$ cat src/rtl/iob_mem_arbiter.sv
// rtl/iob_mem_arbiter.sv - two-requester round-robin arbiter onto one native memory port with slave timeout
module iob_mem_arbiter #(
    parameter int ADDR_W  = 32,
    parameter int DATA_W  = 32,
    parameter int TIMEOUT = 255
) (
    input  logic                clk,
    input  logic                rst,

    input  logic                m0_valid,
    input  logic [ADDR_W-1:0]   m0_addr,
    input  logic [DATA_W-1:0]   m0_wdata,
    input  logic [DATA_W/8-1:0] m0_wstrb,
    output logic [DATA_W-1:0]   m0_rdata,
    output logic                m0_ready,
    output logic                m0_err,

    input  logic                m1_valid,
    input  logic [ADDR_W-1:0]   m1_addr,
    input  logic [DATA_W-1:0]   m1_wdata,
    input  logic [DATA_W/8-1:0] m1_wstrb,
    output logic [DATA_W-1:0]   m1_rdata,
    output logic                m1_ready,
    output logic                m1_err,

    output logic                s_valid,
    output logic [ADDR_W-1:0]   s_addr,
    output logic [DATA_W-1:0]   s_wdata,
    output logic [DATA_W/8-1:0] s_wstrb,
    input  logic [DATA_W-1:0]   s_rdata,
    input  logic                s_ready,

    output logic                grant,
    output logic                busy
);

    localparam int STRB_W = DATA_W / 8;
    // A zero-width counter is illegal, so a disabled timeout still keeps one bit.
    localparam int CNT_W  = (TIMEOUT > 0) ? $clog2(TIMEOUT + 1) : 1;
    // Counter value seen in the last allowed ACCESS cycle; that cycle's increment reaches TIMEOUT.
    localparam logic [CNT_W-1:0] CNT_LAST = CNT_W'((TIMEOUT > 0) ? (TIMEOUT - 1) : 0);
    localparam logic             TO_EN    = (TIMEOUT > 0);

    typedef enum logic [1:0] {
        IDLE   = 2'd0,
        ACCESS = 2'd1,
        RESP   = 2'd2
    } state_t;

    state_t              state;
    state_t              state_nxt;

    logic                owner;
    logic                last_grant;
    logic [ADDR_W-1:0]   addr_q;
    logic [DATA_W-1:0]   wdata_q;
    logic [STRB_W-1:0]   wstrb_q;
    logic [DATA_W-1:0]   rdata_q;
    logic                err_q;
    logic [CNT_W-1:0]    cnt;

    logic                any_valid;
    logic                win;
    logic                timeout_hit;
    logic                resp_active;

    assign any_valid   = m0_valid | m1_valid;
    assign timeout_hit = TO_EN & (cnt == CNT_LAST);

    // Round-robin pick: a lone requester wins outright, a tie goes to whoever was not granted last.
    always_comb begin
        win = 1'b0;
        if (m0_valid && m1_valid) begin
            win = ~last_grant;
        end else if (m1_valid) begin
            win = 1'b1;
        end
    end

    // State register.
    always_ff @(posedge clk or negedge rst) begin
        if (!rst) begin
            state <= IDLE;
        end else begin
            state <= state_nxt;
        end
    end

    // Next-state logic; RESP always lasts exactly one cycle.
    always_comb begin
        state_nxt = state;
        case (state)
            IDLE: begin
                if (any_valid) begin
                    state_nxt = ACCESS;
                end
            end
            ACCESS: begin
                if (s_ready || timeout_hit) begin
                    state_nxt = RESP;
                end
            end
            RESP: begin
                state_nxt = IDLE;
            end
            default: begin
                state_nxt = IDLE;
            end
        endcase
    end

    // Request capture at grant, response capture at slave completion or timeout, wait counting.
    always_ff @(posedge clk or negedge rst) begin
        if (!rst) begin
            owner      <= 1'b0;
            last_grant <= 1'b1;
            addr_q     <= '0;
            wdata_q    <= '0;
            wstrb_q    <= '0;
            rdata_q    <= '0;
            err_q      <= 1'b0;
            cnt        <= '0;
        end else begin
            case (state)
                IDLE: begin
                    if (any_valid) begin
                        owner      <= win;
                        last_grant <= win;
                        addr_q     <= win ? m1_addr  : m0_addr;
                        wdata_q    <= win ? m1_wdata : m0_wdata;
                        wstrb_q    <= win ? m1_wstrb : m0_wstrb;
                        cnt        <= '0;
                    end
                end
                ACCESS: begin
                    // A real answer beats a simultaneous timeout.
                    if (s_ready) begin
                        rdata_q <= s_rdata;
                        err_q   <= 1'b0;
                    end else if (timeout_hit) begin
                        rdata_q <= '0;
                        err_q   <= 1'b1;
                    end else if (cnt != {CNT_W{1'b1}}) begin
                        cnt <= cnt + 1'b1;
                    end
                end
                default: begin
                end
            endcase
        end
    end

    assign resp_active = (state == RESP);

    assign s_valid  = (state == ACCESS);
    assign s_addr   = addr_q;
    assign s_wdata  = wdata_q;
    assign s_wstrb  = wstrb_q;

    // Response data and error are forced to zero whenever the matching ready is low.
    assign m0_ready = resp_active & ~owner;
    assign m0_rdata = m0_ready ? rdata_q : '0;
    assign m0_err   = m0_ready & err_q;

    assign m1_ready = resp_active & owner;
    assign m1_rdata = m1_ready ? rdata_q : '0;
    assign m1_err   = m1_ready & err_q;

    assign grant    = owner;
    assign busy     = (state != IDLE);

endmodule

$ cat config.mk
export PLATFORM = sky130hd
export DESIGN_NAME = iob_mem_arbiter
export DESIGN_NICKNAME = d
export VERILOG_FILES = /design/src/rtl/iob_mem_arbiter.sv
export SDC_FILE = /design/constraint.sdc
export NUM_CORES = 1
export LEC_CHECK = 0
export CAP_MARGIN = 20
export CORE_AREA = 2 2 123 125
export CTS_BUF_LIST = sky130_fd_sc_hd__clkbuf_8
export DETAILED_ROUTE_END_ITERATION = 12
export DIE_AREA = 0 0 125 127
export PLACE_DENSITY = 0.79
export SLEW_MARGIN = 20
export SYNTH_ARGS = -nofsm -noshare
export SYNTH_HDL_FRONTEND = slang
export SYNTH_SLANG_ARGS = --single-unit
$ cat constraint.sdc
create_clock -name clk -period 4.3 [get_ports clk]
set_input_delay 1.29 -clock clk [delete_from_list [all_inputs] [get_ports clk]]
set_output_delay 1.29 -clock clk [all_outputs]
set_load 0.01 [all_outputs]
Yosys cells after proc, flatten, opt, wreduce, memory -nomap -nowiden
Index checks and enable logic that the tools add are counted.
{ "word_totals": {"regBits": 113, "in_bits": 173, "word_cells": 55} }
{ "classes": {"add_sub_neg": 1, "n_eq_ne": 9, "mux": 19, "n_bitwise": 7, "reduce_logical": 10} }
{ "ops": {"columns": ["operator", "count"], "rows": [
  ["two-way mux 32 bit", 6],
  ["two-way mux 8 bit", 4],
  ["one-hot mux 8 bit (2 select lines)", 1],
  ["adder 8 x 1 -> 8 bit (second input constant)", 1],
  ["== test 8 bit (second input constant)", 1],
  ["inequality test 8 bit (second input constant)", 1],
  ["inequality test 2 bit (second input constant)", 3],
  ["AND reduction 2 bit", 3],
  ["nonzero test 2 bit", 3],
  ["AND reduction 5 bit", 1],
  ["bitwise AND 1 bit", 4],
  ["two-way mux 1 bit", 4],
  ["two-way mux 2 bit", 2],
  ["two-way mux 4 bit", 1],
  ["inequality test 2 x 1 -> 1 bit (second input constant)", 2],
  ["one-hot mux 2 bit (2 select lines)", 1],
  ["== test 2 x 1 -> 1 bit (second input constant)", 1],
  ["== test 2 bit (second input constant)", 1],
  ["logical NOT 2 bit", 1],
  ["inverter 1 bit", 2],
  ["logical AND 1 bit", 1],
  ["logical OR 1 bit", 1],
  ["bitwise OR 1 bit", 1]
]} }

Longest topological paths before layout
{ "depth": {"word_depth": 5, "ltp_mapped": 7, "mapped_depth_nobuf": 6} }

Worst setup path after synthesis
OpenSTA, ideal clock, no wires.
{ "synth_path": {"path_kind": "flip-flop to output port", "from": "register owner, in the netlist grant", "to": "output m1_rdata[22]", "t_arrival_ns": 1.278, "required_ns": 3.010, "slack_ns": 1.732, "path_stages_with_launch": 5, "n_path_buf": 1, "path_cell_list": "dfrtp_1 -> inv_1 -> nor3b_1 -> buf_2 -> and2_1"} }
{ "synth_between": {"elab_chain_len": 2} }
{ "synth_rtl": {"columns": ["item", "line", "text"], "rows": [
  ["from (decl)", "53", "logic owner;"],
  ["from (signal assigned)", "127", "owner <= win;"],
  ["bitwise AND 1 bit", "165", "assign m1_ready = resp_active & owner;"],
  ["via m1_ready", "23", "output logic m1_ready,"],
  ["two-way mux 32 bit", "166", "assign m1_rdata = m1_ready ? rdata_q : '0;"],
  ["to (decl)", "22", "output logic [DATA_W-1:0] m1_rdata,"]
]} }
The timed path passes the listed nets, and every way through them passes these cells.

Final worst setup path
{ "layout_path": {"from": "register state[0]", "to": "output m0_rdata[3]"} }
{ "layout_between": {"elab_chain_len": 3} }
{ "layout_rtl": {"columns": ["item", "line", "text"], "rows": [
  ["from (decl)", "50", "state_t state;"],
  ["from (signal assigned)", "85", "state <= state_nxt;"],
  ["== test 2 bit", "153", "assign resp_active = (state == RESP);"],
  ["bitwise AND 1 bit", "161", "assign m0_ready = resp_active & ~owner;"],
  ["two-way mux 32 bit", "162", "assign m0_rdata = m0_ready ? rdata_q : '0;"],
  ["to (decl)", "14", "output logic [DATA_W-1:0] m0_rdata,"]
]} }
Every way passes these cells.

==> impl_summary.log <==
INFO  metric status = finished clean
INFO  metric crit_path_max_fanout = 34
INFO  metric syn2layout_area_growth = 67.92%
INFO  metric final-max-slew-violation-count = 0
INFO  metric first_global_vias = 5167
INFO  metric port_buffers = 311
INFO  metric starting_density_of_the_core = 0.3769
INFO  metric async_reset_ff_frac = 1.000
INFO  metric global_route_wire_length_before_repair = 26.63 mm
INFO  metric synth.yosys.seq_area_share = 0.5204
INFO  metric wl = 16.96 mm
INFO  metric cp_slowest_stage_delay = 0.56 ns
INFO  metric slew_headroom = 0.4922
INFO  metric post_synth_instance_area = 5436 sq um
INFO  metric p_leak = 3.832 nW
INFO  metric criticalPathCategory = register to output pin
INFO  metric cts.reportedPaths.clkPinSlew = 0.06 ns
INFO  metric cts_made_buffers = 17
INFO  metric routedWlPerCell = 16.64 um
INFO  metric ctsHtreeMaxLevel = 4
INFO  metric clock_tree.buffer_depth = 2
INFO  metric rows = 44
INFO  metric timing.critical_path.to_type = output pin
INFO  metric grt_usage = 0.2117
INFO  metric crit_slowest_cell = sky130_fd_sc_hd__clkdlybuf4s50_1
INFO  metric clk_latency = 0.43 ns
INFO  metric postCtsSetupBuffers = 0
INFO  metric grt_setup_unrepaired = false
INFO  metric worstRegToRegCells = 5
INFO  metric postRouteAntennaNets = 0
INFO  metric routed-via-count = 5060
INFO  metric layout_cell_share_with_drive_strength_beyond_1 = 0.05629
INFO  metric critical_path_cell_by_cell = nor3b_2 > buf_4 > and2_1 > clkdlybuf4s50_1
INFO  metric power_density = 576.4 nW/um^2
INFO  metric top_level_ports = 312
INFO  metric ctsResizeCount = 0
INFO  metric ys_warn_count = 0
INFO  metric regToRegStartpoint = state[0]
INFO  metric post_synth_main_area_contributors = sky130_fd_sc_hd__dfrtp_1, sky130_fd_sc_hd__mux2i_1, sky130_fd_sc_hd__and2_1
INFO  metric worst_setup_path_start_kind = register
INFO  metric core = 14420 sq um
INFO  metric syn_area_per_cell = 10.43 sq um
INFO  metric worstReg2RegEnd = s_addr[10]
INFO  metric ffs_latches_synth = 113
INFO  metric postSynthNetCount = 696
INFO  metric drt_first_iter_violations = 182
INFO  metric detailedRoute.firstPassIterationCount = 5
INFO  metric antenna_found_initial = 0
INFO  metric fmax = 293.2 MHz
INFO  metric holdBufCountCts = 0
INFO  metric post_drt_via_cell_ratio = 4.966
INFO  metric fin_worst_skew = 0.01151 ns
INFO  metric netlist.top_cell.by_area = sky130_fd_sc_hd__dfrtp_1
INFO  metric drc_errors = 0
INFO  metric cell_at_the_root_of_the_clock_tree = sky130_fd_sc_hd__clkbuf_8
INFO  metric report.power.total = 0.005262 W
INFO  metric tritoncts = built
INFO  metric timing.critical_path.arrival = 2.12 ns
INFO  metric class_of_the_worst_hold_path = register to register
INFO  metric yosysTopAreaCellShare = 0.5155
INFO  metric final_hold_violation_count = 0
INFO  metric dominantRegCellSynth = sky130_fd_sc_hd__dfrtp_1
INFO  metric gp_routability_congestion = 0.8343
INFO  metric worstPathRequired = 3.01 ns
INFO  metric nNetsFinal = 998
INFO  metric worst-slew-pin-transition = 0.7617 ns
INFO  metric worst_setup_path_startpoint = state[0]
INFO  metric global_route.overflow_total = 0
INFO  metric totalNegativeSetupSlack = 0 ns
INFO  metric y_dimension_of_the_die = 127 um
INFO  metric finish.utilization = 0.6329
INFO  metric place_hpwl = 12.87 mm
INFO  metric syn_inst = 521
INFO  metric setup.reg_to_reg.worst_slack = 2.26 ns
INFO  metric max_cap_viol_count = 0
INFO  metric min_period_over_period = 0.7930
INFO  metric grt_max_degree = 65
INFO  metric fillerInstances = 1159
INFO  metric hold_ws = 0.5096 ns
INFO  metric die_w = 125 um
INFO  metric worst_ir_drop_on_vdd = 0.5746 mV
INFO  metric diodes = 0
INFO  metric yosys.cell_types.count = 37
INFO  metric synth_edf_count = 0
INFO  metric post-route-min-period = 3.410 ns
INFO  metric clk_sinks = 113
INFO  metric crit_path_capture = m0_rdata[3]
INFO  metric fp.dieArea = 15880 sq um
INFO  metric report.final.setup_viol = 0
[logic make-up (layout without fill, tap and decap cells)]
kind of cell / Yosys count / after routing / synth area share
AO/OA/AOI/OAI: 125 / 125 / 0.1432
adder cells (fa/ha/maj): 2 / 2 / 0.004602
buffers and inverters: 46 / 360 / 0.04695
flip-flops: 113 / 113 / 0.5204
multiplexers: 70 / 70 / 0.1289
AND/OR/NAND/NOR: 165 / 165 / 0.1560
[through the flow]
stage               setup slack, ns  instances  cell area [sq um]
CTS                          0.8614       1019               9129
global placement              1.104        988               8702
detailed placement            1.044        988               8702
global route                 0.7504       1019               9129
finish                       0.8899       1019               9129
floorplan                     1.732        521               5436
[synth_stat cells, types with 3 or more instances]
library cell	count
sky130_fd_sc_hd__buf_4	4
sky130_fd_sc_hd__buf_6	5
sky130_fd_sc_hd__o21ai_0	5
sky130_fd_sc_hd__a21oi_1	75
sky130_fd_sc_hd__nand3_1	6
sky130_fd_sc_hd__or3_1	3
sky130_fd_sc_hd__nor2_1	72
sky130_fd_sc_hd__inv_1	8
sky130_fd_sc_hd__nand2_1	5
sky130_fd_sc_hd__o211ai_1	3
sky130_fd_sc_hd__dfrtp_1	112
sky130_fd_sc_hd__buf_2	24
sky130_fd_sc_hd__clkbuf_1	4
sky130_fd_sc_hd__and2_1	68
sky130_fd_sc_hd__a22o_1	32
sky130_fd_sc_hd__mux2i_1	70
[power by group]
part           internal, W  total (W)  switching (W)
Combinational      0.00126    0.00233        0.00107
Clock             0.000654    0.00106       0.000406
Sequential         0.00155    0.00187       0.000319
Total              0.00347    0.00526        0.00179
[layer usage]
metal	up-vias	global-route usage	wire, um
li1	2414	-	-
met1	2422	0.2413	6696
met2	187	0.3744	8750
met3	37	0.06281	1016
met4	0	0.08497	491
met5	-	0	0
[worst max-delay path, delay by kind of cell (launching register included)]
| family | cells | cell delay (ns) |
|---|---|---|
| buffers and inverters | 2 | 0.86 |
| flip-flops | 1 | 0.45 |
| AND/OR/NAND/NOR | 2 | 0.36 |
[cells in the final DEF (no fill, tap or decap), types with 4 or more instances in the layout]
cell type and n:
sky130_fd_sc_hd__clkdlybuf4s50_1 310, sky130_fd_sc_hd__dfrtp_1 112, sky130_fd_sc_hd__a21oi_1 75, sky130_fd_sc_hd__nor2_1 72
sky130_fd_sc_hd__mux2i_1 70, sky130_fd_sc_hd__and2_1 68, sky130_fd_sc_hd__a22o_1 32, sky130_fd_sc_hd__clkbuf_8 23
sky130_fd_sc_hd__inv_1 12, sky130_fd_sc_hd__nand3_1 6, sky130_fd_sc_hd__buf_4 6, sky130_fd_sc_hd__nand2_1 5
sky130_fd_sc_hd__o21ai_0 5, sky130_fd_sc_hd__buf_12 4
[registers in the layout (all words and copies together) (netlist names)]
name        cells
rdata_q        32
s_wdata        32
grant           1
s_addr         32
err_q           1
last_grant      1
state           2
cnt             8
s_wstrb         4
[area by class of cell]
class	count	area (sq um)	area share
Multi-Input combinational cell	362	2381	0.2608
Clock inverter	8	110.1	0.01206
Clock buffer	23	316.6	0.03468
Tap cell	184	230.2	0.02522
Timing Repair Buffer	320	3228	0.3536
Sequential cell	113	2829	0.3099
Inverter	9	33.78	0.003701
[worst min path at each step]
stage | startpoint | to | slack (ns) | cells past startpoint
5_1_grt | rdata_q[27] | rdata_q[27] | 0.54 | 1
4_1_cts | err_q | err_q | 0.51 | 2
3_5_place_dp | rdata_q[18] | rdata_q[18] | 0.50 | 1
2_1_floorplan | err_q | err_q | 0.47 | 2
3_3_place_gp | rdata_q[12] | rdata_q[12] | 0.49 | 1
6_report | err_q | err_q | 0.51 | 2
Note: power is estimated with default switching activity, not from simulation.
